$ cat src/rtl/adc_pp_pkg.sv
// Shared constants and types for the ADC post-processing slice.
//   DW            conversion result width
//   CHW / NCH     channel tag width / channel count (NCH == 2**CHW)
//   OSR_MAX_LOG2  largest oversampling exponent (128 samples)
//   ACC_W         accumulator width; holds 128 full-scale samples without wrap
package adc_pp_pkg;
  localparam int DW           = 10;
  localparam int CHW          = 3;
  localparam int NCH          = 8;
  localparam int OSR_MAX_LOG2 = 7;
  localparam int OSR_W        = 3;
  localparam int ACC_W        = DW + OSR_MAX_LOG2;
  localparam int CNT_W        = OSR_MAX_LOG2;

  typedef struct packed {
    logic [CHW-1:0] ch;
    logic [DW-1:0]  data;
  } adc_res_t;

  // Sample-counter value of the final sample in a 2**osr window.
  function automatic logic [CNT_W-1:0] last_cnt(input logic [OSR_W-1:0] osr);
    logic [CNT_W:0] n;
    n = (CNT_W+1)'(1) << osr;
    return CNT_W'(n - 1'b1);
  endfunction
endpackage

$ cat src/rtl/adc_window_cmp.sv
// Analog watchdog: compares each averaged result against [win_lo, win_hi]
// and keeps sticky per-channel out-of-window flags.
//   res_valid/res  registered average and its channel
//   win_en         per-channel check enable
//   win_lo/win_hi  inclusive bounds (lo > hi flags every average)
//   flag_clr       write-1-to-clear; a same-cycle set wins
//   win_flag/irq   sticky flags and their OR
module adc_window_cmp
  import adc_pp_pkg::*;
(
  input  logic           clk,
  input  logic           rst_n,
  input  logic           res_valid,
  input  adc_res_t       res,
  input  logic [NCH-1:0] win_en,
  input  logic [DW-1:0]  win_lo,
  input  logic [DW-1:0]  win_hi,
  input  logic [NCH-1:0] flag_clr,
  output logic [NCH-1:0] win_flag,
  output logic           irq
);
  logic           oow;
  logic [NCH-1:0] set;

  always_comb begin
    oow = (res.data < win_lo) || (res.data > win_hi);
    set = '0;
    if (res_valid && win_en[res.ch] && oow) set[res.ch] = 1'b1;
  end

  always_ff @(posedge clk or negedge rst_n) begin
    if (!rst_n) win_flag <= '0;
    else        win_flag <= (win_flag & ~flag_clr) | set;
  end

  // Driven from flops only, no input-to-irq combinational path.
  assign irq = |win_flag;
endmodule

$ cat src/rtl/adc_oversample_window.sv
// Per-channel oversampling averager with analog-watchdog window check.
// Each accepted sample is added to its channel's accumulator; the
// 2**osr_log2-th sample emits sum >> osr_log2 one cycle later.
//   en            low clears all accumulators/counters, drops samples
//   osr_log2      exponent; any change clears all state, drops that cycle's sample
//   in_valid/in_ch/in_data   conversion result pulse
//   out_valid/out_ch/out_data averaged result (data/ch held between pulses)
//   win_*/flag_clr/win_flag/irq  watchdog, see adc_window_cmp
module adc_oversample_window
  import adc_pp_pkg::*;
(
  input  logic             clk,
  input  logic             rst_n,
  input  logic             en,
  input  logic [OSR_W-1:0] osr_log2,
  input  logic             in_valid,
  input  logic [CHW-1:0]   in_ch,
  input  logic [DW-1:0]    in_data,
  output logic             out_valid,
  output logic [CHW-1:0]   out_ch,
  output logic [DW-1:0]    out_data,
  input  logic [NCH-1:0]   win_en,
  input  logic [DW-1:0]    win_lo,
  input  logic [DW-1:0]    win_hi,
  input  logic [NCH-1:0]   flag_clr,
  output logic [NCH-1:0]   win_flag,
  output logic             irq
);
  logic [ACC_W-1:0] acc [NCH];
  logic [CNT_W-1:0] cnt [NCH];
  logic [OSR_W-1:0] osr_q;
  logic [1:0]       vld_pipe;
  adc_res_t         res_q;

  logic             clr_all, accept, is_last;
  logic [ACC_W-1:0] sum;
  logic [DW-1:0]    avg;

  always_comb begin
    clr_all     = !en || (osr_log2 != osr_q);
    accept      = in_valid && !clr_all;
    sum         = acc[in_ch] + ACC_W'(in_data);
    is_last     = (cnt[in_ch] == last_cnt(osr_log2));
    avg         = DW'(sum >> osr_log2);
    vld_pipe[0] = accept && is_last;
  end

  always_ff @(posedge clk or negedge rst_n) begin
    if (!rst_n) begin
      osr_q       <= '0;
      vld_pipe[1] <= 1'b0;
      res_q       <= '0;
      for (int c = 0; c < NCH; c++) begin
        acc[c] <= '0;
        cnt[c] <= '0;
      end
    end else begin
      osr_q       <= osr_log2;
      vld_pipe[1] <= vld_pipe[0];
      if (clr_all) begin
        for (int c = 0; c < NCH; c++) begin
          acc[c] <= '0;
          cnt[c] <= '0;
        end
      end else if (accept) begin
        if (is_last) begin
          acc[in_ch] <= '0;
          cnt[in_ch] <= '0;
          res_q      <= '{ch: in_ch, data: avg};
        end else begin
          acc[in_ch] <= sum;
          cnt[in_ch] <= cnt[in_ch] + 1'b1;
        end
      end
    end
  end

  assign out_valid = vld_pipe[1];
  assign out_ch    = res_q.ch;
  assign out_data  = res_q.data;

  adc_window_cmp u_win (
    .clk      (clk),
    .rst_n    (rst_n),
    .res_valid(vld_pipe[1]),
    .res      (res_q),
    .win_en   (win_en),
    .win_lo   (win_lo),
    .win_hi   (win_hi),
    .flag_clr (flag_clr),
    .win_flag (win_flag),
    .irq      (irq)
  );
endmodule

$ cat config.mk
export PLATFORM = sky130hd
export DESIGN_NAME = adc_oversample_window
export DESIGN_NICKNAME = d
export VERILOG_FILES = /design/src/rtl/adc_pp_pkg.sv /design/src/rtl/adc_window_cmp.sv /design/src/rtl/adc_oversample_window.sv
export SDC_FILE = /design/constraint.sdc
export NUM_CORES = 1
export LEC_CHECK = 0
export ABC_AREA = 0
export CAP_MARGIN = 20
export CORE_UTILIZATION = 30
export CTS_BUF_LIST = sky130_fd_sc_hd__clkbuf_2 sky130_fd_sc_hd__clkbuf_4 sky130_fd_sc_hd__clkbuf_8
export DETAILED_ROUTE_END_ITERATION = 7
export PLACE_DENSITY = 0.47
export SLEW_MARGIN = 5
export SYNTH_ARGS = -nofsm -noshare
export SYNTH_HDL_FRONTEND = slang
export SYNTH_SLANG_ARGS = --single-unit
$ cat constraint.sdc
create_clock -name clk -period 3.7 [get_ports clk]
set_input_delay 0.37 -clock clk [delete_from_list [all_inputs] [get_ports clk]]
set_output_delay 0.37 -clock clk [all_outputs]
set_load 0.02 [all_outputs]
==> reports/metrics.csv <==
metric;value;unit
result of the run;complete, no violations;
async set-or-reset flop fraction in the synthesized netlist;100;%
number of rows created at floorplan;73;
Cell Area, Placed;14500;sq um
area fraction of the dominant cell type after synthesis;44.6;%
worst ir drop on vdd;162;uV
count of input and output buffers;78;
RSZ-0062 raised after global routing;false;
boundary pin count;79;
final-report max-slew violation count;0;
Required @ worst endpoint;4.16;ns
transition time of the tightest slew-check pin;0.845;ns
post-CTS setup repair buffer count;0;
utilization after layout;38.4;%
layout filler cell count;4083;
maximum fanout encountered on the critical timing path;8;
Fmax achieved;0.288;GHz
cts bufs inserted;40;
path type of the worst min-delay path;primary input to flip-flop;
Die Y-Extent;204;microns
H-tree depth;2;
Synth warnings;0;
total power after layout;5.57;mW
cell taking the most area after synthesis;dfrtp_1;
total power density per cell area;363;nW/um^2
number of antenna violations at the first check in global routing;0;
beginning of the critical path;acc[77];
worst flop-to-flop path startpoint;acc[77];
number of flops mapped to enable cells by yosys;0;
static power due to leakage;6.40;nW
final cell count without fillers;2128;
cell chosen for the clock root;clkbuf_8;
cell types with the largest area share after synthesis;dfrtp_1 (45%), nand2_1 (13%), a21oi_1 (8.7%);
count of unresolved DRC violations after routing;0;
leftover overflow at the end of global routing;0;
antenna diode instance count;0;
via total after detailed routing;10900;
kind of capture point of the worst setup path;flip-flop;
clock insertion delay at the later pin of the skew report;0.57;ns
final antenna-violating net count;0;
maximum number of pins on one net before global-route repair;100;
top post-synthesis cells by count;nand2_1 (427), dfrtp_1 (217), a21oi_1 (212), clkbuf_1 (67), nor2_1 (45);
placer congestion estimate;0.825;
drt wl/cell;20.4;microns
Clock Skew;0.0360;ns
width of the die;204;microns
Setup crit start kind;flip-flop;
final routed wirelength across all metal layers;43300;microns
class of the most critical setup path;flip-flop to flip-flop;
area added between synthesis and finish;25.9;%
via count of the first global-routing pass;10900;
Total Die Area;41400;sq um
syn_nets;1494;
setup violation total in the final timing report;0;
most instantiated library cell after synthesis;nand2_1;
mean instance size in the synthesized netlist;8.66;sq um
cell count after synthesis;1406;
post-detailed-placement half-perimeter wirelength;29700;microns
Total Negative Setup Slacks;0;ns
cell family with most CP delay;compound AO/OA/AOI/OAI gates;
master of the slowest instance on the critical path;nor2_2;
maximum single-stage delay on the critical path;0.42;ns
average via count per standard cell;5.11;
final hold vios;0;
portion of the clock cycle consumed by the worst path in the final layout;93.8;%
TritonCTS clock tree;yes;
most used flip-flop cell after synthesis;dfrtp_1;
worst path buffer plus inverter count;2;
total clock sinks;217;
first-pass GRT wire length;67200;microns
count of state elements after synthesis;217;
Slew HR;43.5;%
Nets;1665;
final cell area excluding filler cells;15300;sq um
placed insts;2059;
standard cell core area;39900;sq um
number of DRC violations after detailed-routing iteration 0;814;
overall fraction of global-route tracks in use;21.4;%
Detailed Routing Iterations Pass 1;5;
fraction of the yosys area taken by sequential cells;44.6;%
starting density of the core;30.5;%
Max Buffers Root-to-Sink;3;
crit-path cells;mux2_4, a221oi_2, o22ai_1, ha_1, and3_1, a221oi_2, a21boi_4, buf_4, xnor2_1, buf_4, nor2_2, nand2_1, a21oi_1;
clock-pin slew on the worst setup and hold paths;0.06;ns
max-cap viol count;0;
total standard cell area after synthesis;12200;sq um
Worst Min Path Start;flag_clr[4];
time the final worst path needs with I/O delays and setup;3.47;ns
share of post-route cells with drive strength above 1;19.2;%
unique cell type count in the Yosys netlist;76;
critical path arrival;3.93;ns
state kept, by name, summed over array words and instances (netlist names):
name and flops:
out_valid 1, acc 136, out_ch 3, cnt 56
u_win.win_flag 8, out_data 10, osr_q 3
worst register-to-register path, cell delays in order, from the launching register on:
cell      delay, ns
dfrtp_1        0.40
mux2_4         0.27
a221oi_2       0.28
o22ai_1        0.18
ha_1           0.35
and3_1         0.18
a221oi_2       0.33
a21boi_4       0.32
buf_4          0.15
xnor2_1        0.10
buf_4          0.15
nor2_2         0.42
nand2_1        0.11
a21oi_1        0.15
area by class of cell:
type,count,area [sq um],area share [%]
clock buffer,60,757,4.94
tap,525,657,4.28
sequential,217,5430,35.4
clock inverter,8,43.8,0.286
timing repair buffer,221,2000,13.0
multi-input combinational,1057,6300,41.1
inverter,40,150,0.979
per-stage QoR:
step | setup WS (ns) | hold WS, ns
finish | 0.228 | 0.375
floorplan | -0.133 | 0.0744
CTS | 0.254 | 0.332
global placement | -0.224 | 0.471
global route | 0.0258 | 0.359
detailed placement | -0.201 | 0.472
layer usage:
layer	track usage, %	vias to the layer above	part of all wire (%)	wire (microns)
met3	3.15	65	5.6	2410
met5	0	-	0	0
met2	34.5	323	46	20100
li1	-	5163	-	-
met4	6.20	0	2.2	951
met1	29.6	5331	46	19900
power breakdown:
part | switching (mW) | internal, mW | leakage, nW
registers | 0.00650 | 2.38 | 3.02
logic | 0.505 | 0.310 | 2.94
clock network | 1.06 | 1.30 | 0.435
total | 1.57 | 4.00 | 6.40
final timing paths:
path | depth (start not counted) | slack [ns] | endpoint
min | 2 | 0.37 | u_win.win_flag[4]
max reg2reg | 13 | 0.23 | acc[10]
max | 13 | 0.23 | acc[10]
min in group asynchronous | 2 | 0.45 | cnt[26]
max in group asynchronous | 3 | 2.27 | out_data[0]
min reg2reg | 2 | 0.49 | acc[134]
layout by cell type, fill, tap and decap left out, types with 11 or more instances in the layout:
cell type and n:
nor2_1 38, o21ai_1 17, buf_4 130, nor2_2 25
nand3_1 16, o22ai_1 15, dfrtp_1 217, a221oi_1 17
a21oi_1 211, nand2_1 425, ha_1 30, mux4_2 20
mux2_2 14, o21ai_0 19, a21o_1 12, buf_12 12
clkbuf_4 11, xnor2_1 18, mux2i_1 39, clkdlybuf4s50_1 74
clkbuf_8 49, inv_1 37
kinds of logic after synthesis:
| kind of cell | count (synthesis) | synth area share (%) |
|---|---|---|
| simple gates | 577 | 20.2 |
| fa+ha+maj | 32 | 3.35 |
| compound gates | 346 | 16.9 |
| mux | 77 | 8.57 |
| xor+xnor | 25 | 1.80 |
| flops | 217 | 44.6 |
| buf+inv | 132 | 4.58 |
what timing repair did:
action	CTS	global route
setup endpoints to repair	0	0
endpoints found under the hold margin	90	0
gates resized for setup	0	0
hold buffers	1	0
No activity file was read; power rests on OpenSTA's default activity.
